==> src/rtl/disp_arbiter.sv <==
// Shares one 4-digit seven-segment display between clock time, digit editing
// and one-shot messages (priority message > edit > time); owns blink and hold timing.
module disp_arbiter #(
  parameter int TICK_DIV    = 500000,
  parameter int BLINK_TICKS = 50,
  parameter int MSG_TICKS   = 400
) (
  input  logic        clk,
  input  logic        RST,
  input  logic [15:0] time_hexs,
  input  logic [3:0]  time_pts,
  input  logic        edit_req,
  input  logic [15:0] edit_hexs,
  input  logic [3:0]  edit_pts,
  input  logic [3:0]  edit_blink,
  input  logic        msg_start,
  input  logic [15:0] msg_hexs,
  input  logic [3:0]  msg_pts,
  input  logic [3:0]  msg_les,
  output logic [15:0] HEXS,
  output logic [3:0]  LES,
  output logic [3:0]  points,
  output logic [1:0]  src,
  output logic        msg_busy,
  output logic        blink_phase
);

  localparam int PW = (TICK_DIV > 1) ? $clog2(TICK_DIV) : 1;
  localparam int BW = (BLINK_TICKS > 1) ? $clog2(BLINK_TICKS) : 1;
  localparam int MW = $clog2(MSG_TICKS + 1);

  localparam logic [PW-1:0] PRESC_LAST = PW'(TICK_DIV - 1);
  localparam logic [BW-1:0] BLINK_LAST = BW'(BLINK_TICKS - 1);
  localparam logic [MW-1:0] MSG_LOAD   = MW'(MSG_TICKS);
  localparam logic [MW-1:0] MSG_ONE    = MW'(1);

  // The encoding doubles as the src output, so the FSM state is always observable.
  typedef enum logic [1:0] {
    ST_TIME = 2'd0,
    ST_EDIT = 2'd1,
    ST_MSG  = 2'd2
  } state_t;

  state_t        state_q, state_d;
  logic [PW-1:0] presc_q, presc_d;
  logic [MW-1:0] msg_cnt_q, msg_cnt_d;
  logic [BW-1:0] blink_cnt_q, blink_cnt_d;
  logic          blink_phase_q, blink_phase_d;
  logic [15:0]   msg_hexs_q, msg_hexs_d;
  logic [3:0]    msg_pts_q, msg_pts_d;
  logic [3:0]    msg_les_q, msg_les_d;
  logic [15:0]   hexs_q, hexs_d;
  logic [3:0]    les_q, les_d;
  logic [3:0]    points_q, points_d;
  logic          msg_busy_q, msg_busy_d;
  logic          tick;
  logic          edit_entry;

  always_comb begin
    tick          = (presc_q == PRESC_LAST);
    state_d       = state_q;
    presc_d       = presc_q;
    msg_cnt_d     = msg_cnt_q;
    blink_cnt_d   = blink_cnt_q;
    blink_phase_d = blink_phase_q;
    msg_hexs_d    = msg_hexs_q;
    msg_pts_d     = msg_pts_q;
    msg_les_d     = msg_les_q;
    hexs_d        = time_hexs;
    les_d         = 4'b1111;
    points_d      = time_pts;
    msg_busy_d    = 1'b0;

    case (state_q)
      ST_TIME: if (edit_req) state_d = ST_EDIT;
      ST_EDIT: if (!edit_req) state_d = ST_TIME;
      ST_MSG: begin
        if (tick && (msg_cnt_q == MSG_ONE)) begin
          state_d = edit_req ? ST_EDIT : ST_TIME;
        end
      end
      default: state_d = ST_TIME;
    endcase
    // A message request overrides every other transition, including expiry.
    if (msg_start) state_d = ST_MSG;

    edit_entry = (state_d == ST_EDIT) && (state_q != ST_EDIT);

    presc_d = tick ? '0 : presc_q + PW'(1);
    if (msg_start || edit_entry) presc_d = '0;

    if (msg_start) begin
      msg_cnt_d  = MSG_LOAD;
      msg_hexs_d = msg_hexs;
      msg_pts_d  = msg_pts;
      msg_les_d  = msg_les;
    end else if ((state_q == ST_MSG) && tick && (msg_cnt_q != '0)) begin
      msg_cnt_d = msg_cnt_q - MW'(1);
    end

    // Restart blinking lit so the edited digit shows the moment editing begins.
    if (edit_entry) begin
      blink_cnt_d   = '0;
      blink_phase_d = 1'b1;
    end else if ((state_q == ST_EDIT) && (state_d == ST_EDIT) && tick) begin
      if (blink_cnt_q == BLINK_LAST) begin
        blink_cnt_d   = '0;
        blink_phase_d = ~blink_phase_q;
      end else begin
        blink_cnt_d = blink_cnt_q + BW'(1);
      end
    end

    case (state_d)
      ST_EDIT: begin
        hexs_d   = edit_hexs;
        points_d = edit_pts;
        les_d    = blink_phase_d ? 4'b1111 : ~edit_blink;
      end
      ST_MSG: begin
        hexs_d     = msg_hexs_d;
        points_d   = msg_pts_d;
        les_d      = msg_les_d;
        msg_busy_d = 1'b1;
      end
      default: begin
        hexs_d   = time_hexs;
        points_d = time_pts;
        les_d    = 4'b1111;
      end
    endcase
  end

  always_ff @(posedge clk or negedge RST) begin
    if (!RST) begin
      state_q       <= ST_TIME;
      presc_q       <= '0;
      msg_cnt_q     <= '0;
      blink_cnt_q   <= '0;
      blink_phase_q <= 1'b1;
      msg_hexs_q    <= '0;
      msg_pts_q     <= '0;
      msg_les_q     <= '0;
      hexs_q        <= '0;
      les_q         <= '0;
      points_q      <= '0;
      msg_busy_q    <= 1'b0;
    end else begin
      state_q       <= state_d;
      presc_q       <= presc_d;
      msg_cnt_q     <= msg_cnt_d;
      blink_cnt_q   <= blink_cnt_d;
      blink_phase_q <= blink_phase_d;
      msg_hexs_q    <= msg_hexs_d;
      msg_pts_q     <= msg_pts_d;
      msg_les_q     <= msg_les_d;
      hexs_q        <= hexs_d;
      les_q         <= les_d;
      points_q      <= points_d;
      msg_busy_q    <= msg_busy_d;
    end
  end

  assign HEXS        = hexs_q;
  assign LES         = les_q;
  assign points      = points_q;
  assign src         = state_q;
  assign msg_busy    = msg_busy_q;
  assign blink_phase = blink_phase_q;

endmodule

==> config.mk <==
export PLATFORM = sky130hd
export DESIGN_NAME = disp_arbiter
export DESIGN_NICKNAME = d
export VERILOG_FILES = /design/src/rtl/disp_arbiter.sv
export SDC_FILE = /design/constraint.sdc
export NUM_CORES = 1
export LEC_CHECK = 0
export CAP_MARGIN = 30
export CORE_AREA = 2 2 119 121
export CTS_BUF_LIST = sky130_fd_sc_hd__clkbuf_4
export DETAILED_ROUTE_END_ITERATION = 12
export DIE_AREA = 0 0 121 123
export SYNTH_ARGS = -nofsm -noshare
export SYNTH_HDL_FRONTEND = slang
export SYNTH_SLANG_ARGS = --single-unit
==> constraint.sdc <==
create_clock -name clk -period 3.2 [get_ports clk]
set_input_delay 0.8 -clock clk [delete_from_list [all_inputs] [get_ports clk]]
set_output_delay 0.8 -clock clk [all_outputs]
set_load 0.02 [all_outputs]
==> qor.log <==
qor: status.outcome finished clean
qor: route.num_vias 3161
qor: global_routing.grt.overflow.total 0
qor: run.max_cap_viol_count 0
qor: synthesis.commonest_register_cell_after_synthesis sky130_fd_sc_hd__dfrtp_1
qor: layout.layout_common_cells sky130_fd_sc_hd__clkdlybuf4s50_1 (98), sky130_fd_sc_hd__dfrtp_1 (85), sky130_fd_sc_hd__nor2_1 (36), sky130_fd_sc_hd__nand2_1 (36), sky130_fd_sc_hd__o21ai_0 (28)
qor: placement.portBuffers 99
qor: placement.gpl.final_weighted_congestion 0.8078
qor: power.p_int 1502 uW
qor: global_routing.first_pass_grt_wire_length 16.41 mm
qor: route.remaining_drc_errors 0
qor: clock_network.cts_buffers 9
qor: placement.postPlaceCellArea 5191 um^2
qor: layout.layout.core_utilization 0.3898
qor: setup_path.crit_arrival 3220 ps
qor: setup_path.critPathKind flop to flop
qor: setup_path.cpMaxStageDelayCell sky130_fd_sc_hd__or4_1
qor: power.power.density_cell_area 388.3 nW/um^2
qor: timing.worst_slew_pin_slew 992.2 ps
qor: route.routed_wire_length_per_instance 15.38 um
qor: setup_path.crit_path_max_incr_delay 600 ps
qor: synthesis.netlist_instances 377
qor: setup_path.crit_chain or4_1, nor4_1, nand4_1, o21ai_0, and3_1, ha_1, nand3_1, nor3b_4, inv_1, o22ai_1
qor: timing.holdWs 302.2 ps
qor: power.pwr-share-comb 0.156
qor: synthesis.postSynthRegisterBits 86
qor: floorplan.core.rowCount 43
qor: clock_network.clock_tree.root_cell sky130_fd_sc_hd__clkbuf_4
qor: power.clock_power_share 0.272
qor: setup_path.worst_path_depth 10
qor: layout.layout.cell_area.non_filler 5306 um^2
qor: placement.dpl.hpwl 7.354 mm
qor: synthesis.postSynthAreaPerCell 10.58 um^2
qor: timing.timing.fmax 352.6 MHz
qor: floorplan.initial_core_util 0.2930
qor: global_routing.antenna_found_initial 0
qor: timing.setup_violations 0
qor: power.irDropWorstVdd 125.7 uV
qor: power.power_switching 558.9 uW
qor: layout.layout_fillers 1325
qor: global_routing.grt_start_max_net_pins 45
qor: timing.rsz0062_at_grt no
qor: hold_path.hold_path_class primary input to asynchronous set/reset pin
qor: placement.dp.cells 646
qor: layout.final_net_count 557
qor: clock_network.postCtsSetupRepairBufs 0
qor: route.drt-total-wl 10.20 mm
qor: timing.hold_viol 0
qor: synthesis.synth_async_sr_flop_share 1.000
qor: global_routing.first_global_vias 3276
qor: floorplan.die_area 14880 um^2
qor: power.power.static_leakage 0.002109 uW
qor: timing.final_max_slew_viol_count 0
qor: synthesis.synth-edff-count 0
qor: floorplan.floorplan.die.height 123 um
qor: timing.finClkSkew 22.17 ps
qor: timing.post-route-period-util 0.8862
qor: clock_network.clk-insertion-delay-late 470 ps
qor: route.drt-pass1-iter-count 4
qor: floorplan.top_level_i_o_count 100
qor: setup_path.critPathCaptureType flop
qor: setup_path.worst_ep_required 3590 ps
qor: clock_network.count_of_hold_fix_buffers_inserted_at_cts 0
qor: layout.post_route_cells_drive_above_1_share 0.1141
qor: setup_path.critical_path.top_delay_family simple AND/OR/NAND/NOR gates
qor: timing.final_period_minus_worst_setup_slack 2836 ps
qor: timing.setup-tns-final 0 ps
qor: route.detail_route.vias_per_cell 4.768
qor: floorplan.die_w 121 um
qor: synthesis.synth_fp_nets 457
qor: synthesis.synth.cell_area 3989 um^2
qor: setup_path.setup.worst_path.start_class flop
qor: synthesis.synthesis.yosys.warnings 0
qor: clock_network.cts_num_sinks 86
qor: setup_path.timing.critical_path.fanout_max 6
qor: layout.syn2layout_area_growth 33.03%
qor: clock_network.cts_max_path_buffers 2
qor: clock_network.post_cts.resized_instances 0
qor: floorplan.core_area 13610 um^2
qor: timing.worst_slew_margin_relative_to_its_limit 0.3386
qor: clock_network.htree_num_levels 3
qor: setup_path.worst_r2r_path_depth 10
qor: global_routing.global_route.usage.total 0.1402
qor: synthesis.synth-seq-area-share 0.5398
qor: route.dr.first_iter.drc_count 183
qor: layout.mostFrequentLayoutCell sky130_fd_sc_hd__clkdlybuf4s50_1
qor: power.swShare 0.2713
qor: layout.post_layout_nonfiller_instances 663
qor: setup_path.timing.critical_path.buf_inv 1
qor: clock_network.clock_tree_from_tritoncts yes
qor: clock_network.cts.clk_slew.worst_paths 140 ps
qor: route.antenna_left 0
qor: synthesis.post_synth_num_cell_types 45
qor: power.power.share.sequential 0.572
## area by class of cell
class / instances / area [um^2] / area share
sequential: 86 / 2153 / 0.4058
multi-input combinational: 261 / 1723 / 0.3247
timing repair buffer: 106 / 1041 / 0.1962
tap: 180 / 225.2 / 0.04244
clock buffer: 10 / 75.07 / 0.01415
inverter: 13 / 48.80 / 0.009196
clock inverter: 6 / 37.54 / 0.007074
antenna: 1 / 2.502 / 0.0004716
## worst reg2reg max path: stages, from the launching register on
cell	delay (ps)
sky130_fd_sc_hd__dfrtp_1	450
sky130_fd_sc_hd__or4_1	600
sky130_fd_sc_hd__nor4_1	210
sky130_fd_sc_hd__nand4_1	160
sky130_fd_sc_hd__o21ai_0	210
sky130_fd_sc_hd__and3_1	210
sky130_fd_sc_hd__ha_1	240
sky130_fd_sc_hd__nand3_1	140
sky130_fd_sc_hd__nor3b_4	310
sky130_fd_sc_hd__inv_1	90
sky130_fd_sc_hd__o22ai_1	150
## layer usage
layer  vias up  GRT usage  share of wire  wire length (um)
met2        69     0.2247           0.49              4975
met3        22    0.02168          0.034               344
li1       1530          -              -                 -
met5         -          0              0                 0
met4         0    0.07485          0.030               310
met1      1540     0.1830           0.45              4568
## path summary, 6_finish.rpt
path,to,startpoint,slack (ps)
min reg2reg,msg_les_q[3],msg_les_q[3],520
max in group asynchronous,msg_hexs_q[0],RST,2160
max reg2reg,blink_cnt_q[1],msg_cnt_q[2],360
min in group clk,msg_les_q[3],msg_les_q[3],520
min,HEXS[1],RST,300
max,blink_cnt_q[1],msg_cnt_q[2],360
## logic make-up (layout without fill, tap and decap cells)
logic type               count (synthesis)  count (layout)  share of synthesized area
other                                    0               1                          0
buffers and inverters                   30             135                    0.02823
XOR/XNOR                                22              22                    0.04831
AND/OR/NAND/NOR                        135             135                     0.1766
flip-flops                              86              86                     0.5398
AO/OA/AOI/OAI                           71              71                     0.1117
adder cells (fa/ha/maj)                  8               8                    0.02510
multiplexers                            25              25                    0.07026
## synthesized netlist by cell type, drive strengths merged (2+ instances only)
cell type | n | area [um^2]
mux2 | 24 | 270.3
nand4 | 6 | 37.54
nand2 | 37 | 146.4
nor4 | 8 | 71.32
clkbuf | 14 | 52.55
a22oi | 20 | 150.1
nor2b | 4 | 25.02
a21oi | 6 | 30.03
nor2 | 36 | 135.1
or4 | 4 | 33.78
ha | 8 | 100.1
and3 | 4 | 25.02
dfrtp | 85 | 2127
o31a | 2 | 17.52
or2 | 2 | 12.52
o21ai | 31 | 155.1
a21boi | 2 | 15.01
xnor2 | 13 | 113.9
nand4bb | 2 | 22.52
buf | 3 | 11.26
xor2 | 9 | 78.83
and4 | 3 | 27.53
nand3 | 19 | 95.09
inv | 13 | 48.80
nor3 | 5 | 25.02
or3 | 2 | 12.51
o31ai | 4 | 30.03
## state kept, by name, summed over array words and instances (netlist names)
signal and cells:
presc_q 19, HEXS 16, msg_hexs_q 16, msg_cnt_q 9
blink_cnt_q 6, LES 4, msg_les_q 4, msg_pts_q 4
points 4, src 2, blink_phase 1, msg_busy 1
## per-stage QoR
stage          setup WS [ps]  power (uW)
6_report               364.3        2061
2_1_floorplan          475.0        1319
5_1_grt                25.65        2159
3_3_place_gp           373.4        1520
4_1_cts                367.4        2083
3_5_place_dp           354.2        1526
## power groups by stage
stage	Combinational [uW]	Sequential (uW)	Clock, uW
after global routing	349	1190	623
final	322	1180	560
after CTS	327	1180	576
after floorplan	82.3	1240	0
after detailed placement	326	1200	0
after global placement	322	1200	0
No activity file was read; power rests on OpenSTA's default activity.
